$ cat src/rtl/muldiv_pkg.sv
// Shared opcodes, ALU opcodes and FSM encoding for the muldiv sequencer.
// Optional feature macro: MULDIV_EARLY_OUT_EN (zero-operand early completion).
package muldiv_pkg;

    localparam logic [1:0] MD_MUL   = 2'b00;
    localparam logic [1:0] MD_MULHU = 2'b01;
    localparam logic [1:0] MD_DIVU  = 2'b10;
    localparam logic [1:0] MD_REMU  = 2'b11;

    localparam logic [3:0] OPE_ADD = 4'b0010;
    localparam logic [3:0] OPE_SUB = 4'b0110;

    typedef enum logic [1:0] {
        IDLE = 2'b00,
        RUN  = 2'b01,
        DONE = 2'b10
    } state_t;

    // Divide ops live in the upper half of the opcode space.
    function automatic logic is_div(input logic [1:0] op);
        return op[1];
    endfunction

endpackage

$ cat src/rtl/muldiv_step.sv
// One shift-add / restoring-divide iteration.
// Computes next {acc/rem, mq} from the current state and the ALU return.
module muldiv_step #(
    parameter int N = 32
) (
    input  logic         div,
    input  logic [N-1:0] hi,
    input  logic [N-1:0] mq,
    input  logic [N-1:0] alu_res_i,
    input  logic         alu_c_i,
    output logic [N-1:0] sh,
    output logic [N-1:0] hi_nxt,
    output logic [N-1:0] mq_nxt
);

    logic take;

    // Next-state selection for multiply (add/shift) or divide (sub/restore).
    always_comb begin
        sh     = {hi[N-2:0], mq[N-1]};
        take   = hi[N-1] | alu_c_i;
        hi_nxt = hi;
        mq_nxt = mq;
        if (div) begin
            hi_nxt = take ? alu_res_i : sh;
            mq_nxt = {mq[N-2:0], take};
        end else if (mq[0]) begin
            hi_nxt = {alu_c_i, alu_res_i[N-1:1]};
            mq_nxt = {alu_res_i[0], mq[N-1:1]};
        end else begin
            hi_nxt = {1'b0, hi[N-1:1]};
            mq_nxt = {hi[0], mq[N-1:1]};
        end
    end

endmodule

$ cat src/rtl/muldiv_seq.sv
// Multi-cycle unsigned multiply/divide sequencer sharing the superalu.
// Optional feature macro: MULDIV_EARLY_OUT_EN (zero operand skips RUN).
module muldiv_seq
    import muldiv_pkg::*;
#(
    parameter int N = 32
) (
    input  logic         clk_i,
    input  logic         rst_ni,
    input  logic         req_valid_i,
    output logic         req_ready_o,
    input  logic [1:0]   req_op_i,
    input  logic [N-1:0] req_a_i,
    input  logic [N-1:0] req_b_i,
    output logic         resp_valid_o,
    input  logic         resp_ready_i,
    output logic [N-1:0] resp_res_o,
    output logic         resp_dbz_o,
    output logic         busy_o,
    output logic [N-1:0] alu_a_o,
    output logic [N-1:0] alu_b_o,
    output logic [3:0]   alu_ope_o,
    output logic         alu_negzero_o,
    input  logic [N-1:0] alu_res_i,
    input  logic         alu_c_i
);

    localparam int CW = $clog2(N);

    state_t         state;
    logic [1:0]     op;
    logic [CW-1:0]  cnt;
    logic [N-1:0]   hi;
    logic [N-1:0]   mq;
    logic [N-1:0]   opnd;
    logic [N-1:0]   sh;
    logic [N-1:0]   hi_nxt;
    logic [N-1:0]   mq_nxt;
    logic [N-1:0]   res_nxt;
    logic           div;

    assign div = is_div(op);

    muldiv_step #(.N(N)) u_step (
        .div       (div),
        .hi        (hi),
        .mq        (mq),
        .alu_res_i (alu_res_i),
        .alu_c_i   (alu_c_i),
        .sh        (sh),
        .hi_nxt    (hi_nxt),
        .mq_nxt    (mq_nxt)
    );

    // Result picked from the state the final iteration is about to write.
    always_comb begin
        unique case (op)
            MD_MULHU, MD_REMU: res_nxt = hi_nxt;
            default:           res_nxt = mq_nxt;
        endcase
    end

`ifdef MULDIV_EARLY_OUT_EN
    logic         zero_hit;
    logic [N-1:0] zero_res;

    // Zero-operand shortcut, matching what the full iteration would produce.
    always_comb begin
        zero_hit = is_div(req_op_i) ? (req_b_i == '0)
                                    : (req_a_i == '0) || (req_b_i == '0);
        unique case (req_op_i)
            MD_DIVU: zero_res = '1;
            MD_REMU: zero_res = req_a_i;
            default: zero_res = '0;
        endcase
    end
`endif

    // Sequencer FSM, iteration datapath and registered response.
    always_ff @(posedge clk_i) begin
        if (!rst_ni) begin
            state      <= IDLE;
            op         <= MD_MUL;
            cnt        <= '0;
            hi         <= '0;
            mq         <= '0;
            opnd       <= '0;
            resp_res_o <= '0;
            resp_dbz_o <= 1'b0;
        end else begin
            unique case (state)
                IDLE: begin
                    if (req_valid_i) begin
                        op    <= req_op_i;
                        cnt   <= '0;
                        hi    <= '0;
                        state <= RUN;
                        if (is_div(req_op_i)) begin
                            mq   <= req_a_i;
                            opnd <= req_b_i;
                        end else begin
                            mq   <= req_b_i;
                            opnd <= req_a_i;
                        end
`ifdef MULDIV_EARLY_OUT_EN
                        if (zero_hit) begin
                            state      <= DONE;
                            resp_res_o <= zero_res;
                            resp_dbz_o <= is_div(req_op_i);
                        end
`endif
                    end
                end
                RUN: begin
                    hi  <= hi_nxt;
                    mq  <= mq_nxt;
                    cnt <= cnt + 1'b1;
                    if (cnt == CW'(N - 1)) begin
                        state      <= DONE;
                        resp_res_o <= res_nxt;
                        resp_dbz_o <= div & (opnd == '0);
                    end
                end
                DONE: begin
                    if (resp_ready_i) begin
                        state      <= IDLE;
                        resp_res_o <= '0;
                        resp_dbz_o <= 1'b0;
                    end
                end
                default: state <= IDLE;
            endcase
        end
    end

    // Handshake flags and ALU drive decoded from the state register.
    always_comb begin
        req_ready_o   = (state == IDLE);
        busy_o        = (state == RUN) || (state == DONE);
        resp_valid_o  = (state == DONE);
        alu_negzero_o = 1'b0;
        alu_a_o       = '0;
        alu_b_o       = '0;
        alu_ope_o     = OPE_ADD;
        if (state == RUN) begin
            alu_a_o   = div ? sh : hi;
            alu_b_o   = opnd;
            alu_ope_o = div ? OPE_SUB : OPE_ADD;
        end
    end

endmodule
$ cat config.mk
export PLATFORM = sky130hd
export DESIGN_NAME = muldiv_seq
export DESIGN_NICKNAME = d
export VERILOG_FILES = /design/src/rtl/muldiv_pkg.sv /design/src/rtl/muldiv_step.sv /design/src/rtl/muldiv_seq.sv
export SDC_FILE = /design/constraint.sdc
export NUM_CORES = 1
export LEC_CHECK = 0
export ABC_CLOCK_PERIOD_IN_PS = 2540
export BUFFER_PORTS_ARGS = -buffer_cell sky130_fd_sc_hd__buf_2
export CORE_MARGIN = 2
export CORE_UTILIZATION = 55
export DETAILED_ROUTE_END_ITERATION = 16
export PLACE_DENSITY = 0.84
export RECOVER_POWER = 100
export REMOVE_ABC_BUFFERS = 1
export SLEW_MARGIN = 0
export SYNTH_ARGS = -nofsm -noshare
export SYNTH_HDL_FRONTEND = slang
export SYNTH_SLANG_ARGS = --single-unit
$ cat constraint.sdc
create_clock -name clk_i -period 2.54 [get_ports clk_i]
set_input_delay 0.508 -clock clk_i [delete_from_list [all_inputs] [get_ports clk_i]]
set_output_delay 0.508 -clock clk_i [all_outputs]
set_load 0.01 [all_outputs]
* Word level (Yosys, flattened, before mapping)
Cells that the tools add are included.
Operators by class: bitwise logic cells 2, eq/ne operators 8, reductions and logical operators 10, mux-type cells 29, add/subtract/negate cells 1
Operators by type and width (number):
- two-way mux 32 bit | 15
- one-hot mux 32 bit (2 select lines) | 3
- zero test 32 bit | 1
- one-hot mux 5 bit (2 select lines) | 1
- two-way mux 2 bit | 3
- two-way mux 3 bit | 2
- one-hot mux 2 bit (3 select lines) | 1
- AND reduction 3 bit | 2
- adder 5 x 1 -> 5 bit (second input constant) | 1
- equality test 5 bit (second input constant) | 1
- two-way mux 5 bit | 1
- equality test 2 x 1 -> 1 bit (second input constant) | 2
- equality test 2 bit (second input constant) | 2
- != test 2 bit (second input constant) | 2
- AND reduction 2 bit | 2
- nonzero test 2 bit | 2
- zero test 2 bit | 1
- two-way mux 1 bit | 2
- != test 2 x 1 -> 1 bit (second input constant) | 1
- one-hot mux 1 bit (2 select lines) | 1
- OR reduction 2 bit | 1
- bitwise AND 1 bit | 1
- logical OR 1 bit | 1
- bitwise OR 1 bit | 1
Storage, ports and cells: logic and storage cells 58, bits in registers 138

* Logic depth before layout (Yosys ltp)
word-level depth 6, gate-level depth with buffers 9, mapped depth without buffers 7

* Cells and area by module
Synthesis repeated with hierarchy kept, for this count alone.
Second synthesis, totals: cells, all modules 1044, area total of the unflattened synthesis 9048.7 um^2
By module, submodules not included:
- muldiv_seq | area an instance 7362.1 um^2, seq. area each 2762.6 um^2, instances 1, cells an instance 828
- muldiv_step | area an instance 1686.6 um^2, seq. area each 0.0 um^2, instances 1, cells an instance 216

* Worst setup path after synthesis
OpenSTA, ideal clock, no wires.
path kind reg-to-output, start reg state[1], end out alu_a_o[10], path slack 0.661 ns, data arrival time 1.371 ns, cell stages (with the launch flop) 7, data required time 2.032 ns, path through dfxtp_1 inv_1 ha_1 buf_2 buf_2 clkbuf_1 nor2b_1
Between the ends: cells in the longest elaborated chain, start to end 2
RTL lines:
- start, declared | line muldiv_seq.sv:30 | state_t state;
- start signal, assigned | line muldiv_seq.sv:82 | state <= IDLE;
- start signal, assigned | line muldiv_seq.sv:97 | state <= RUN;
- start signal, assigned | line muldiv_seq.sv:119 | state <= DONE;
- equality test 2 x 1 -> 1 bit | line muldiv_seq.sv:145 | if (state == RUN) begin
- two-way mux 32 bit | line muldiv_seq.sv:145
- end, declared | line muldiv_seq.sv:20 | output logic [N-1:0] alu_a_o,
No other way between the ends.

* Worst setup path after layout
start reg state[1], end out alu_a_o[9]
The elaborated chain is that of the path after synthesis.

==> results.tsv <==
stage	metric	value	unit
routing	dr.pass1.iters	5	
grt	grt_pass1_wl	37.9	mm
synthesis	synth_top_area_cell	dfxtp_1	
placed_design	dp_cells	1324	
routing	vias_per_cell	5.90	
clocking	cts_tree	yes	
synthesis	ys_seq_area_share	31.8	%
synthesis	syn_area	8680	sq um
grt	gr-total-overflow	0	
clocking	cts-buffers-inserted	17	
synthesis	synthFlopType	dfxtp_1	
grt	grt_pass1_vias	7556	
clocking	holdBufCountCts	0	
synthesis	synth-edff-count	0	
power_and_ir_drop	ir_worst_vdd	0.495	mV
power_and_ir_drop	finalPower	0.0101	W
critical_path	critical_path_buf_inv_count	3	
die	rows	45	
layout	drive_above_1_share	19.6	%
synthesis	synth.distinct_cells	44	
timing	max_freq	409	MHz
routing	drtIter0Drc	670	
die	core_area	15300	sq um
routing	routed_wl	23.9	mm
layout	n_antenna_cell	0	
critical_path	cp_slowest_cell	ha_4	
critical_path	crit_chain	inv_1, ha_4, buf_12, nor2b_1, clkbuf_2	
timing	rsz0062_at_grt	no	
synthesis	netlist_instances	980	
timing	maxSlewViolCount	0	
synthesis	synth_top_family_by_area	compound AO/OA/AOI/OAI gates	
critical_path	cp_max_fo	54	
clocking	postCtsSetupBuffers	0	
layout	area_growth	18.5	%
critical_path	cp-end-kind	output pin	
synthesis	async_reset_ff_share	0	%
job	maxCapViolations	0	
synthesis	synthAdderAreaFrac	0.865	%
layout	finalNetCount	1241	
critical_path	start_kind	flip-flop	
timing	fin_crit_sh	96.3	%
timing	hold_violations	0	
critical_path	crit_start	state[1]$_SDFFE_PN0P_	
critical_path	reg2reg_from	state[1]$_SDFFE_PN0P_	
die	start_util	56.7	%
synthesis	yosysWarnings	0	
synthesis	synth_top_area_share	31.8	%
critical_path	crit_family	buffers and inverters	
layout	n_fill_cell	1276	
timing	finalSetupViolations	0	
placed_design	dp_slack	0.452	ns
layout	fin_area	10300	sq um
clocking	clkSinkCount	138	
synthesis	yosys.area_share.simple	17.2	%
synthesis	yosys-mux-area-fraction	20.4	%
die	fp.dieW	130	um
die	ios	208	
grt	track_usage	28.2	%
timing	worst_slack	0.0936	ns
power_and_ir_drop	p_leak	4.70	nW
timing	worst_slew_pin_slew	1.05	ns
routing	route.detailed.drc	0	
routing	ant_nets	0	
run_status	status	completed	
timing	maxSlewHeadroom	30.0	%
grt	grt_max_degree	64	
die	die_h	130	um
die	dieArea	16800	sq um
synthesis	synth_compound_area_share	24.1	%
routing	via_count	8007	
min_path	hp-class	in -> reg	
critical_path	critPathMaxStageDelay	0.38	ns
placed_design	io_buffers	203	
placed_design	dpl_cell_area	9790	sq um
synthesis	ys_ff_latch	138	
synthesis	ys_top_cells_by_count	142 x mux2i_1, 138 x dfxtp_1, 127 x nand2_1	
clocking	clkSlewWorstSetupHoldPaths	0.06	ns
clocking	cts_root_buffer	clkbuf_16	
timing	fin_skew	0.00571	ns
min_path	hp-start	req_a_i[23]	
critical_path	critical_path_arrival	1.94	ns
clocking	insertion_delay	0.42	ns
placed_design	place.gp.congestion	0.887	
routing	wl_per_cell	17.6	um
placed_design	dpl.hpwl	16.7	mm
synthesis	avgSynthCellArea	8.85	sq um
grt	antenna_found_initial	0	
power_and_ir_drop	p_per_area	987	nW/um^2
critical_path	critical_path_required	2.03	ns
synthesis	synth_area_leaders	dfxtp_1 32%, mux2i_1 16%, nor2b_1 5.8%	
clocking	htreeDepth	4	
clocking	clock_path_buffers	2	
layout	final_cells	1356	
synthesis	yosysMostFrequentCell	mux2i_1	
critical_path	worstSetupPathType	reg -> out	
timing	finalCriticalPeriod	2.45	ns
synthesis	synth_xor_xnor_area_share	0	%
==> cells in the final DEF, fill, tap and decap left out, drive strengths merged, types with 4 or more instances in the layout <==
master  netlist  final
mux2i       142    142
buf          57    141
dfxtp       138    138
nand2       127    127
clkbuf       39    109
nor2b        82     82
a22o         40     40
a21oi        38     38
and2         38     38
a21boi       33     33
o211a        32     32
o211ai       31     31
mux2         31     31
nor2         31     31
a211o        24     24
a32o         23     23
a21o         22     22
a211oi        9      9
o21ai         6      6
nor4          6      6
clkinv        0      6
ha            6      6
conb          2      4
==> final timing paths <==
path	slack (ns)	cells past startpoint	endpoint
setup / recovery	0.09	5	alu_a_o[9]
hold / removal	0.45	4	opnd[23]$_SDFFE_PN0P_
setup reg to reg	0.24	6	op[1]$_SDFFE_PN0P_
hold reg to reg	0.48	2	mq[15]$_SDFFE_PN0P_
==> kinds of logic (layout without fill, tap and decap cells) <==
| kind of cell | Yosys count | count (layout) |
|---|---|---|
| adders and majority gates | 6 | 6 |
| buffers and inverters | 99 | 262 |
| other | 2 | 4 |
| DFF | 138 | 138 |
| AOI/OAI and AO/OA | 263 | 263 |
| muxes | 173 | 173 |
| and+or+nand+nor | 299 | 299 |
==> what timing repair did <==
item	in CTS	in global routing
endpoints found under the hold margin	0	0
endpoints found under the setup margin	0	26
gates resized for setup	0	1
==> layer usage <==
| layer | vias to the layer above | GRT usage, % | routed length, um |
|---|---|---|---|
| met5 | - | 0 | 0 |
| met4 | 0 | 11.6 | 590 |
| met3 | 46 | 4.25 | 1390 |
| met2 | 337 | 44.9 | 11100 |
| met1 | 3782 | 38.4 | 10800 |
| li1 | 3842 | - | - |
==> power by group <==
part | internal (W) | total, W | switching (W) | leakage, nW
sequential | 0.00272 | 0.00330 | 0.000584 | 1.13
clock | 0.00158 | 0.00249 | 0.000910 | 0.294
combinational | 0.00177 | 0.00435 | 0.00258 | 3.27
==> state kept, by name (all words and copies together), names as in the netlist <==
| register | count |
|---|---|
| mq | 32 |
| resp_dbz_o | 1 |
| state | 2 |
| opnd | 32 |
| op | 2 |
| cnt | 5 |
| hi | 32 |
| resp_res_o | 32 |
==> layout make-up <==
| class | instances | area (sq um) | area share, % |
|---|---|---|---|
| Inverter | 3 | 11.3 | 0.110 |
| Tap cell | 211 | 264 | 2.57 |
| Clock inverter | 9 | 120 | 1.17 |
| Clock buffer | 23 | 468 | 4.55 |
| Multi-Input combinational cell | 745 | 5460 | 53.1 |
| Sequential cell | 138 | 2770 | 26.9 |
| Timing Repair Buffer | 227 | 1190 | 11.6 |
==> per-stage QoR <==
stage	hold WS [ns]	util, %	TNS, ns
CTS	0.431	67.8	0
finish	0.445	67.1	0
global placement	0.460	63.9	0
global route	0.456	67.1	0
floorplan	0.453	-	-284.99
detailed placement	0.459	63.9	0
==> worst reg2reg max path, stage by stage (launching register included) <==
cell and delay (ns):
dfxtp_1 0.33, inv_1 0.14, ha_1 0.29, and2_1 0.86, buf_12 0.30, mux2i_1 0.21, nor2b_1 0.06
Note: power is estimated with default switching activity, not from simulation.
